--- config.mk ---
export PLATFORM = sky130hd
export DESIGN_NAME = ddr_data_phase_timer_flat
export DESIGN_NICKNAME = d
export VERILOG_FILES = /design/src/rtl/ddr_data_phase_timer_if.sv /design/src/rtl/ddr_data_phase_timer.sv /design/src/flat_wrapper.sv
export SDC_FILE = /design/constraint.sdc
export NUM_CORES = 1
export LEC_CHECK = 0
export CAP_MARGIN = 10
export CELL_PAD_IN_SITES_DETAIL_PLACEMENT = 1
export CELL_PAD_IN_SITES_GLOBAL_PLACEMENT = 1
export CORE_MARGIN = 2
export CORE_UTILIZATION = 45
export DETAILED_ROUTE_END_ITERATION = 8
export PLACE_DENSITY = 0.81
export SETUP_SLACK_MARGIN = 0.1
export SLEW_MARGIN = 20
export SYNTH_ARGS = -nofsm -noshare
export SYNTH_HDL_FRONTEND = slang
export SYNTH_SLANG_ARGS = --single-unit
--- constraint.sdc ---
create_clock -name clk -period 1.78 [get_ports clk]
set_clock_uncertainty 0.05 [all_clocks]
set_input_delay 0.178 -clock clk [delete_from_list [all_inputs] [get_ports clk]]
set_output_delay 0.178 -clock clk [all_outputs]
set_load 0.1 [all_outputs]
--- src/rtl/ddr_data_phase_timer_if.sv ---
// ddr_data_phase_timer_if
//   Bundles the command input and the data-phase window outputs of
//   ddr_data_phase_timer.
//   master : command source (bank timing FSM side); drives bg/ba/commands and
//            observes the windows and error flags.
//   slave  : the data phase timer; samples commands, drives windows and flags.
//   Signals:
//     bg, ba        bankgroup / bank of the command sampled this edge
//     commands      19-bit one-hot command vector (bit5 RD, bit4 RDA,
//                   bit1 WR, bit0 WRA)
//     rd_en/rd_bg/rd_ba/rd_beat   read data phase window and its tags
//     wr_en/wr_bg/wr_ba/wr_beat   write data phase window and its tags
//     overlap_err, bus_conflict, cmd_err   sticky protocol error flags
interface ddr_data_phase_timer_if #(
  parameter int BGWIDTH = 2,
  parameter int BAWIDTH = 2,
  parameter int BL      = 8
);
  logic [BGWIDTH-1:0]        bg;
  logic [BAWIDTH-1:0]        ba;
  logic [18:0]               commands;
  logic                      rd_en;
  logic [BGWIDTH-1:0]        rd_bg;
  logic [BAWIDTH-1:0]        rd_ba;
  logic [$clog2(BL/2)-1:0]   rd_beat;
  logic                      wr_en;
  logic [BGWIDTH-1:0]        wr_bg;
  logic [BAWIDTH-1:0]        wr_ba;
  logic [$clog2(BL/2):0]     wr_beat;
  logic                      overlap_err;
  logic                      bus_conflict;
  logic                      cmd_err;

  modport master (
    output bg, ba, commands,
    input  rd_en, rd_bg, rd_ba, rd_beat,
    input  wr_en, wr_bg, wr_ba, wr_beat,
    input  overlap_err, bus_conflict, cmd_err
  );

  modport slave (
    input  bg, ba, commands,
    output rd_en, rd_bg, rd_ba, rd_beat,
    output wr_en, wr_bg, wr_ba, wr_beat,
    output overlap_err, bus_conflict, cmd_err
  );
endinterface

--- src/rtl/ddr_data_phase_timer.sv ---
// ddr_data_phase_timer
//   Turns RD/RDA and WR/WRA commands into data-bus phase windows. A read
//   command opens rd_en T_CL clocks later for BL/2 clocks; a write command
//   opens wr_en T_CWL clocks later for BL/2 clocks (BL/2+1 with write CRC).
//   Each window carries the bankgroup/bank of its command and a beat index.
//   Protocol problems raise sticky flags cleared only by reset.
//   Ports:
//     clk    clock, all inputs sampled and all outputs updated on rising edge
//     reset  synchronous active-high reset
//     bus    ddr_data_phase_timer_if.slave (commands in, windows/flags out)
//   Build option:
//     WR_CRC_EN  when defined, each write burst carries one extra CRC clock
//                (wr_beat counts 0..BL/2); reads are unaffected.
module ddr_data_phase_timer #(
  parameter int BGWIDTH = 2,
  parameter int BAWIDTH = 2,
  parameter int BL      = 8,
  parameter int T_CL    = 17,
  parameter int T_CWL   = 12
) (
  input  logic                  clk,
  input  logic                  reset,
  ddr_data_phase_timer_if.slave bus
);

  localparam int TAG_W = BGWIDTH + BAWIDTH;
  localparam int RB_W  = $clog2(BL/2);
  localparam int WB_W  = RB_W + 1;
  localparam logic [RB_W-1:0] RD_LAST = RB_W'(BL/2 - 1);
`ifdef WR_CRC_EN
  localparam logic [WB_W-1:0] WR_LAST = WB_W'(BL/2);
`else
  localparam logic [WB_W-1:0] WR_LAST = WB_W'(BL/2 - 1);
`endif

  typedef enum logic {IDLE = 1'b0, BURST = 1'b1} burst_state_e;

  // Command decode
  logic rd_cmd, wr_cmd, multi_cmd, rd_push, wr_push;
  logic cmd_unused;

  always_comb begin
    rd_cmd    = bus.commands[5] | bus.commands[4];
    wr_cmd    = bus.commands[1] | bus.commands[0];
    // Two or more of RD/RDA/WR/WRA at once: nothing gets enqueued.
    multi_cmd = (bus.commands[5] & bus.commands[4]) |
                (bus.commands[1] & bus.commands[0]) |
                (rd_cmd & wr_cmd);
    rd_push   = rd_cmd & ~multi_cmd;
    wr_push   = wr_cmd & ~multi_cmd;
  end

  // All other commands are irrelevant to data-bus timing.
  assign cmd_unused = ^{bus.commands[18:6], bus.commands[3:2]};

  // Latency pipelines: stage i holds a token pushed i+1 edges ago, so the
  // last stage exits exactly on the edge where the window must open.
  logic [T_CL-1:0]  rd_vld_q, rd_vld_d;
  logic [TAG_W-1:0] rd_tag_q [T_CL];
  logic [TAG_W-1:0] rd_tag_d [T_CL];
  logic [T_CWL-1:0] wr_vld_q, wr_vld_d;
  logic [TAG_W-1:0] wr_tag_q [T_CWL];
  logic [TAG_W-1:0] wr_tag_d [T_CWL];

  always_comb begin
    rd_vld_d    = {rd_vld_q[T_CL-2:0], rd_push};
    rd_tag_d[0] = {bus.bg, bus.ba};
    for (int i = 1; i < T_CL; i++) rd_tag_d[i] = rd_tag_q[i-1];
    wr_vld_d    = {wr_vld_q[T_CWL-2:0], wr_push};
    wr_tag_d[0] = {bus.bg, bus.ba};
    for (int i = 1; i < T_CWL; i++) wr_tag_d[i] = wr_tag_q[i-1];
  end

  always_ff @(posedge clk) begin
    if (reset) begin
      rd_vld_q <= '0;
      wr_vld_q <= '0;
    end else begin
      rd_vld_q <= rd_vld_d;
      wr_vld_q <= wr_vld_d;
    end
  end

  // Tag payload needs no reset: it is qualified by the valid bits.
  always_ff @(posedge clk) begin
    rd_tag_q <= rd_tag_d;
    wr_tag_q <= wr_tag_d;
  end

  logic             rd_exit_v, wr_exit_v;
  logic [TAG_W-1:0] rd_exit_tag, wr_exit_tag;

  always_comb begin
    rd_exit_v   = rd_vld_q[T_CL-1];
    rd_exit_tag = rd_tag_q[T_CL-1];
    wr_exit_v   = wr_vld_q[T_CWL-1];
    wr_exit_tag = wr_tag_q[T_CWL-1];
  end

  // Burst FSMs and sticky flags: state register
  burst_state_e     rd_state_q, rd_state_d, wr_state_q, wr_state_d;
  logic [RB_W-1:0]  rd_beat_q, rd_beat_d;
  logic [WB_W-1:0]  wr_beat_q, wr_beat_d;
  logic [TAG_W-1:0] rd_btag_q, rd_btag_d, wr_btag_q, wr_btag_d;
  logic             rd_ovl, wr_ovl;
  logic             overlap_err_q, overlap_err_d;
  logic             bus_conflict_q, bus_conflict_d;
  logic             cmd_err_q, cmd_err_d;

  always_ff @(posedge clk) begin
    if (reset) begin
      rd_state_q     <= IDLE;
      rd_beat_q      <= '0;
      rd_btag_q      <= '0;
      wr_state_q     <= IDLE;
      wr_beat_q      <= '0;
      wr_btag_q      <= '0;
      overlap_err_q  <= 1'b0;
      bus_conflict_q <= 1'b0;
      cmd_err_q      <= 1'b0;
    end else begin
      rd_state_q     <= rd_state_d;
      rd_beat_q      <= rd_beat_d;
      rd_btag_q      <= rd_btag_d;
      wr_state_q     <= wr_state_d;
      wr_beat_q      <= wr_beat_d;
      wr_btag_q      <= wr_btag_d;
      overlap_err_q  <= overlap_err_d;
      bus_conflict_q <= bus_conflict_d;
      cmd_err_q      <= cmd_err_d;
    end
  end

  // Next-state logic. A token exiting mid-burst restarts the burst with the
  // new tags (old burst truncated); exiting on the last beat is a seamless
  // back-to-back continuation and is legal.
  always_comb begin
    rd_state_d = rd_state_q;
    rd_beat_d  = rd_beat_q;
    rd_btag_d  = rd_btag_q;
    rd_ovl     = 1'b0;
    case (rd_state_q)
      IDLE: begin
        if (rd_exit_v) begin
          rd_state_d = BURST;
          rd_beat_d  = '0;
          rd_btag_d  = rd_exit_tag;
        end
      end
      BURST: begin
        if (rd_exit_v) begin
          rd_beat_d = '0;
          rd_btag_d = rd_exit_tag;
          rd_ovl    = (rd_beat_q != RD_LAST);
        end else if (rd_beat_q == RD_LAST) begin
          rd_state_d = IDLE;
          rd_beat_d  = '0;
        end else begin
          rd_beat_d = rd_beat_q + RB_W'(1);
        end
      end
      default: rd_state_d = IDLE;
    endcase
  end

  always_comb begin
    wr_state_d = wr_state_q;
    wr_beat_d  = wr_beat_q;
    wr_btag_d  = wr_btag_q;
    wr_ovl     = 1'b0;
    case (wr_state_q)
      IDLE: begin
        if (wr_exit_v) begin
          wr_state_d = BURST;
          wr_beat_d  = '0;
          wr_btag_d  = wr_exit_tag;
        end
      end
      BURST: begin
        if (wr_exit_v) begin
          wr_beat_d = '0;
          wr_btag_d = wr_exit_tag;
          wr_ovl    = (wr_beat_q != WR_LAST);
        end else if (wr_beat_q == WR_LAST) begin
          wr_state_d = IDLE;
          wr_beat_d  = '0;
        end else begin
          wr_beat_d = wr_beat_q + WB_W'(1);
        end
      end
      default: wr_state_d = IDLE;
    endcase
  end

  always_comb begin
    overlap_err_d  = overlap_err_q | rd_ovl | wr_ovl;
    // Collision is judged on the enables as driven in the current cycle.
    bus_conflict_d = bus_conflict_q |
                     ((rd_state_q == BURST) & (wr_state_q == BURST));
    cmd_err_d      = cmd_err_q | multi_cmd;
  end

  // Outputs: decoded from registers only.
  always_comb begin
    bus.rd_en                = (rd_state_q == BURST);
    bus.rd_beat              = rd_beat_q;
    {bus.rd_bg, bus.rd_ba}   = rd_btag_q;
    bus.wr_en                = (wr_state_q == BURST);
    bus.wr_beat              = wr_beat_q;
    {bus.wr_bg, bus.wr_ba}   = wr_btag_q;
    bus.overlap_err          = overlap_err_q;
    bus.bus_conflict         = bus_conflict_q;
    bus.cmd_err              = cmd_err_q;
  end

endmodule

--- src/flat_wrapper.sv ---
// flat-port wrapper written by rule: the top's interface ports become plain ports
module ddr_data_phase_timer_flat 
#(
  parameter int BGWIDTH = 2,
  parameter int BAWIDTH = 2,
  parameter int BL      = 8,
  parameter int T_CL    = 17,
  parameter int T_CWL   = 12
)
  (clk, reset, bus_bg, bus_ba, bus_commands, bus_rd_en, bus_rd_bg, bus_rd_ba, bus_rd_beat, bus_wr_en, bus_wr_bg, bus_wr_ba, bus_wr_beat, bus_overlap_err, bus_bus_conflict, bus_cmd_err);
  ddr_data_phase_timer_if #(.BGWIDTH(BGWIDTH), .BAWIDTH(BAWIDTH), .BL(BL)) bus_i ();
  input  logic clk;
  input  logic reset;
  input wire logic [$bits(bus_i.bg)-1:0] bus_bg;
  input wire logic [$bits(bus_i.ba)-1:0] bus_ba;
  input wire logic [$bits(bus_i.commands)-1:0] bus_commands;
  output wire logic [$bits(bus_i.rd_en)-1:0] bus_rd_en;
  output wire logic [$bits(bus_i.rd_bg)-1:0] bus_rd_bg;
  output wire logic [$bits(bus_i.rd_ba)-1:0] bus_rd_ba;
  output wire logic [$bits(bus_i.rd_beat)-1:0] bus_rd_beat;
  output wire logic [$bits(bus_i.wr_en)-1:0] bus_wr_en;
  output wire logic [$bits(bus_i.wr_bg)-1:0] bus_wr_bg;
  output wire logic [$bits(bus_i.wr_ba)-1:0] bus_wr_ba;
  output wire logic [$bits(bus_i.wr_beat)-1:0] bus_wr_beat;
  output wire logic [$bits(bus_i.overlap_err)-1:0] bus_overlap_err;
  output wire logic [$bits(bus_i.bus_conflict)-1:0] bus_bus_conflict;
  output wire logic [$bits(bus_i.cmd_err)-1:0] bus_cmd_err;
  assign bus_i.bg = bus_bg;
  assign bus_i.ba = bus_ba;
  assign bus_i.commands = bus_commands;
  assign bus_rd_en = bus_i.rd_en;
  assign bus_rd_bg = bus_i.rd_bg;
  assign bus_rd_ba = bus_i.rd_ba;
  assign bus_rd_beat = bus_i.rd_beat;
  assign bus_wr_en = bus_i.wr_en;
  assign bus_wr_bg = bus_i.wr_bg;
  assign bus_wr_ba = bus_i.wr_ba;
  assign bus_wr_beat = bus_i.wr_beat;
  assign bus_overlap_err = bus_i.overlap_err;
  assign bus_bus_conflict = bus_i.bus_conflict;
  assign bus_cmd_err = bus_i.cmd_err;
  ddr_data_phase_timer #(.BGWIDTH(BGWIDTH), .BAWIDTH(BAWIDTH), .BL(BL), .T_CL(T_CL), .T_CWL(T_CWL)) u_core (.clk(clk), .reset(reset), .bus(bus_i));
endmodule
After elaboration in Yosys (flattened, before gate mapping):

Index checks and enable logic that the tools add are counted.

* logic and storage cells: 75
* output and inout bits: 18
* flip-flop bits (word level): 115
* input bits: 25

* add/sub/neg operators: 2
* bitwise operators: 17
* eq/ne operators: 6
* mux-type cells: 22

Operator list (number)
* 2-to-1 mux 1 bit: 10
* 2-to-1 mux 3 bit: 3
* 2-to-1 mux 4 bit: 2
* bitwise OR 1 bit: 8
* bitwise AND 1 bit: 6
* 2-to-1 mux 2 bit: 3
* one-hot mux 3 bit (2 select lines): 1
* inequality test 2 x 1 -> 1 bit (second input constant): 2
* one-hot mux 1 bit (2 select lines): 2
* one-hot mux 2 bit (2 select lines): 1
* adder 3 x 1 -> 3 bit (second input constant): 1
* equality test 3 x 2 -> 1 bit (second input constant): 1
* inequality test 3 x 2 -> 1 bit (second input constant): 1
* NOT 1 bit: 3
* adder 2 x 1 -> 2 bit (second input constant): 1
* equality test 2 bit (second input constant): 1
* inequality test 2 bit (second input constant): 1

Logic depth before layout (Yosys ltp):

* word-level depth: 5
* gate-level depth with buffers: 4
* mapped depth without buffers: 4

Worst setup path before layout:

OpenSTA, ideal clock, no wires.

* path type: register to register
* from: register u_core.rd_beat_q[0] (netlist: u_core.bus.rd_beat[0])
* to: register u_core.overlap_err_q (netlist: u_core.bus.overlap_err)
* arrival: 1.625 ns
* path buffers: 0
* stages on the path, launching flop included: 5
* required time: 1.608 ns
* library setup time: 0.122 ns
* slack: -0.017 ns
* clock period less this slack: 1.797 ns
* path through: dfxtp_1 > ha_1 > and2b_1 > a21oi_1 > a21oi_1

* longest elaborated chain between the ends: 5

Ends and longest elaborated chain
* from (decl): RTL line ddr_data_phase_timer.sv:102 `logic [RB_W-1:0] rd_beat_q, rd_beat_d;`
* from (signal assigned): RTL line ddr_data_phase_timer.sv:123 `rd_beat_q <= rd_beat_d;`
* inequality test 2 bit: RTL line ddr_data_phase_timer.sv:154 `rd_ovl = (rd_beat_q != RD_LAST);`
* 2-to-1 mux 1 bit: RTL line ddr_data_phase_timer.sv:151 `if (rd_exit_v) begin`
* 2-to-1 mux 1 bit: RTL line ddr_data_phase_timer.sv:142 `case (rd_state_q)`
* bitwise OR 1 bit (2 in series): RTL line ddr_data_phase_timer.sv:196 `overlap_err_d = overlap_err_q | rd_ovl | wr_ovl;`
* to (signal assigned): RTL line ddr_data_phase_timer.sv:128 `overlap_err_q <= overlap_err_d;`
* to (decl): RTL line ddr_data_phase_timer.sv:106 `logic overlap_err_q, overlap_err_d;`

Every way passes these cells.
A chain may end at the register's enable or synchronous reset.

Worst setup path in the final report:

* from: register u_core.wr_state_q (netlist: u_core.bus.wr_en)
* to: output port bus_wr_en

RTL lines
* from (decl): RTL line ddr_data_phase_timer.sv:101 `burst_state_e rd_state_q, rd_state_d, wr_state_q, wr_state_d;`
* from (signal assigned): RTL line ddr_data_phase_timer.sv:125 `wr_state_q <= wr_state_d;`
* to (decl): RTL line flat_wrapper.sv:21 `output wire logic [$bits(bus_i.wr_en)-1:0] bus_wr_en;`

No word-level cell between the ends.

==> impl_metrics.toml <==
[status]
status = "completed"

[die]
die_area_um2 = 7000
fp-row-count = 29
die_y_um = 83.7
core_um2 = 6240
start_util_pct = 45.7
io_pins = 43
dieWidth_um = 83.7

[critical_path]
cp_cell_sequence = "buf_12"
cp-start-kind = "flip-flop"
r2r_cells = 4
crit_slowest_cell = "dfxtp_1"
cp_num_buf_inv = 1
crit_type = "reg2out"
cp.arrival_ns = 1.27
end_kind = "primary output"
path_delay_family = "flip-flops"
crit_fanout = 9
cp.required_ns = 1.55
max_stage_delay_ns = 0.54
cp_num_cells = 1

[clocking]
numCtsBuffers = 17
cts_tree = "yes"
cts.repair.resized = 0
insertion_delay_ns = 0.50
holdBufCountCts = 0
cts_max_level = 4
clock_sinks = 115
root_buffer = "clkbuf_8"
postCtsSetupBuffers = 0
cts_buffer_depth = 2
path_clk_slew_ns = 0.05

[sta]
hold_viol_final = 0
relSlewSlack_pct = 73.2
rsz0062_at_grt = "no"
fmaxAchievable_mhz = 669
fin_hold_ws_ns = 0.0678
setup_viol = 0
fin_crit_sh_pct = 84.0
fin_crit_ns = 1.50
tightest_slew_ns = 0.401
fin_tns_setup_ns = 0
layout_setup_ws_ns = 0.285
drv_slew = 0

[grt]
grt.total_usage_pct = 14.5
grt_max_degree = 47
grt_overflow = 0
antenna_found_initial = 0
grt_first_pass_wirelength_mm = 7.47
grt_pass1_vias = 1612

[placed_design]
io_buffers = 27
place.gp.congestion = 0.696
postPlaceCellArea_um2 = 3180
place_ws_ns = 0.393
dp_hpwl_mm = 2.37

[final_layout]
syn_to_final_growth_pct = 33.7
seq_area_um2 = 2310
nets = 267
final_util_pct = 61.2
drive_above_1_share_pct = 21.3
fill_cells = 590
antenna_cells = 0
multi_input_area_um2 = 502
design_area_um2 = 3820

[power_and_ir_drop]
p_per_area_nw_per_um2 = 1660
p_int_mw = 5.15
comb_power_share_pct = 1.2
power_leakage_nw = 1.59
p_switching_mw = 1.20
sw_frac_of_total_pct = 18.9
ir_drop_mv = 0.898
pwr-share-clk_pct = 56.5
seq_power_share_pct = 42.3

[drt]
avgViaCountPerCell = 4.52
ant_nets = 0
wirelength_mm = 4.47
drc = 0
first_pass_iters = 4
route.vias.total = 1493
wire_per_inst_um = 13.5
drt_iter0_drc = 40

[synth]
avgSynthCellArea_um2 = 14.3
synthTopCellsByCount = "115 x dfxtp_1, 23 x nor2b_1, 14 x nor2_1"
synth_ff_type = "dfxtp_1"
ys_ff_latch = 115
ys_seq_area_share_pct = 80.6
yosysUniqueCellTypes = 20
yosys.area.top_type = "dfxtp_1"
yosysMostFrequentCell = "dfxtp_1"
ys_warn_count = 0
syn_area_um2 = 2860
synth-edff-count = 0
synth_cells = 200
yosysTopAreaCellShare_pct = 80.6
synth_nets = 227
async_reset_ff_share_pct = 0
synthTopCellsByArea = "dfxtp_1 81%, nor2b_1 5.0%, mux2i_1 3.5%"

[flow_run]
maxCapViolCount = 0

[min_path]
hold_class = "in2reg"
whs_path_depth = 1
## sequential cells by signal, summed over array words and instances, names as in the netlist
signal                   cells
u_core.bus.bus_conflict      1
u_core.bus.rd_en             1
u_core.rd_btag_q             4
u_core.bus.cmd_err           1
u_core.bus.rd_beat           2
u_core.rd_vld_q             17
u_core.bus.wr_beat           3
u_core.bus.wr_en             1
u_core.rd_exit_tag           4
u_core.wr_btag_q             4
u_core.bus.overlap_err       1
u_core.rd_tag_d             64
u_core.wr_vld_q             12
## kinds of logic (layout without fill, tap and decap cells)
family,count (synthesis),count (layout),synth area share (%)
fa+ha+maj,2,2,0.876
compound gates,10,10,2.15
mux,10,10,3.51
simple gates,53,53,10.4
flops,115,115,80.6
buf+inv,8,61,1.80
xor+xnor,2,2,0.614
## metrics by stage
step,power [mW],cells
3_3_place_gp,2.81,298
4_1_cts,6.43,330
2_1_floorplan,2.77,200
6_report,6.35,330
5_1_grt,6.59,330
3_5_place_dp,2.82,298
## final timing paths
kind                              start               endpoint  slack [ns]
hold / removal                bus_bg[1]    u_core.rd_tag_d[63]        0.07
hold reg to reg     u_core.rd_tag_d[53]    u_core.rd_tag_d[49]        0.27
setup / recovery       u_core.bus.wr_en              bus_wr_en        0.28
setup reg to reg  u_core.bus.wr_beat[0]  u_core.bus.wr_beat[0]        0.64
## cell usage in the layout, fill, tap and decap left out, types with 3 or more instances in the layout
cell,netlist,final
clkdlybuf4s50_1,0,9
a21oi_1,6,6
buf_4,0,16
nor2b_1,23,23
clkbuf_16,0,16
dfxtp_1,115,111
bufinv_16,0,5
nor2_1,14,14
mux2i_1,10,10
nor3_1,3,3
dfxtp_2,0,4
clkinv_2,0,3
buf_12,0,3
and2b_1,6,6
## final cells by class
cell class | instances | share of cell area [%]
multi-input cells | 77 | 13.1
repair buffers | 28 | 7.08
clock buffers | 19 | 11.3
inverters | 1 | 0.0983
flip-flops and latches | 115 | 60.4
well taps | 77 | 2.52
clock inverters | 13 | 5.41
## routing by layer
| metal | global-route usage, % | up-vias | share of wire [%] |
|---|---|---|---|
| li1 | - | 727 | - |
| met1 | 14.4 | 703 | 39 |
| met2 | 24.1 | 51 | 53 |
| met3 | 5.74 | 12 | 5.4 |
| met4 | 11.3 | 0 | 2.6 |
| met5 | 0 | - | 0 |
## power by group through the flow
stage	combinational (mW)	sequential (mW)	clock, mW
after floorplan	0.0302	2.74	0
after global placement	0.0733	2.73	0
after detailed placement	0.0754	2.74	0
after CTS	0.0759	2.69	3.66
after global routing	0.0804	2.69	3.82
final	0.0745	2.69	3.58
No activity file was read; power rests on OpenSTA's default activity.
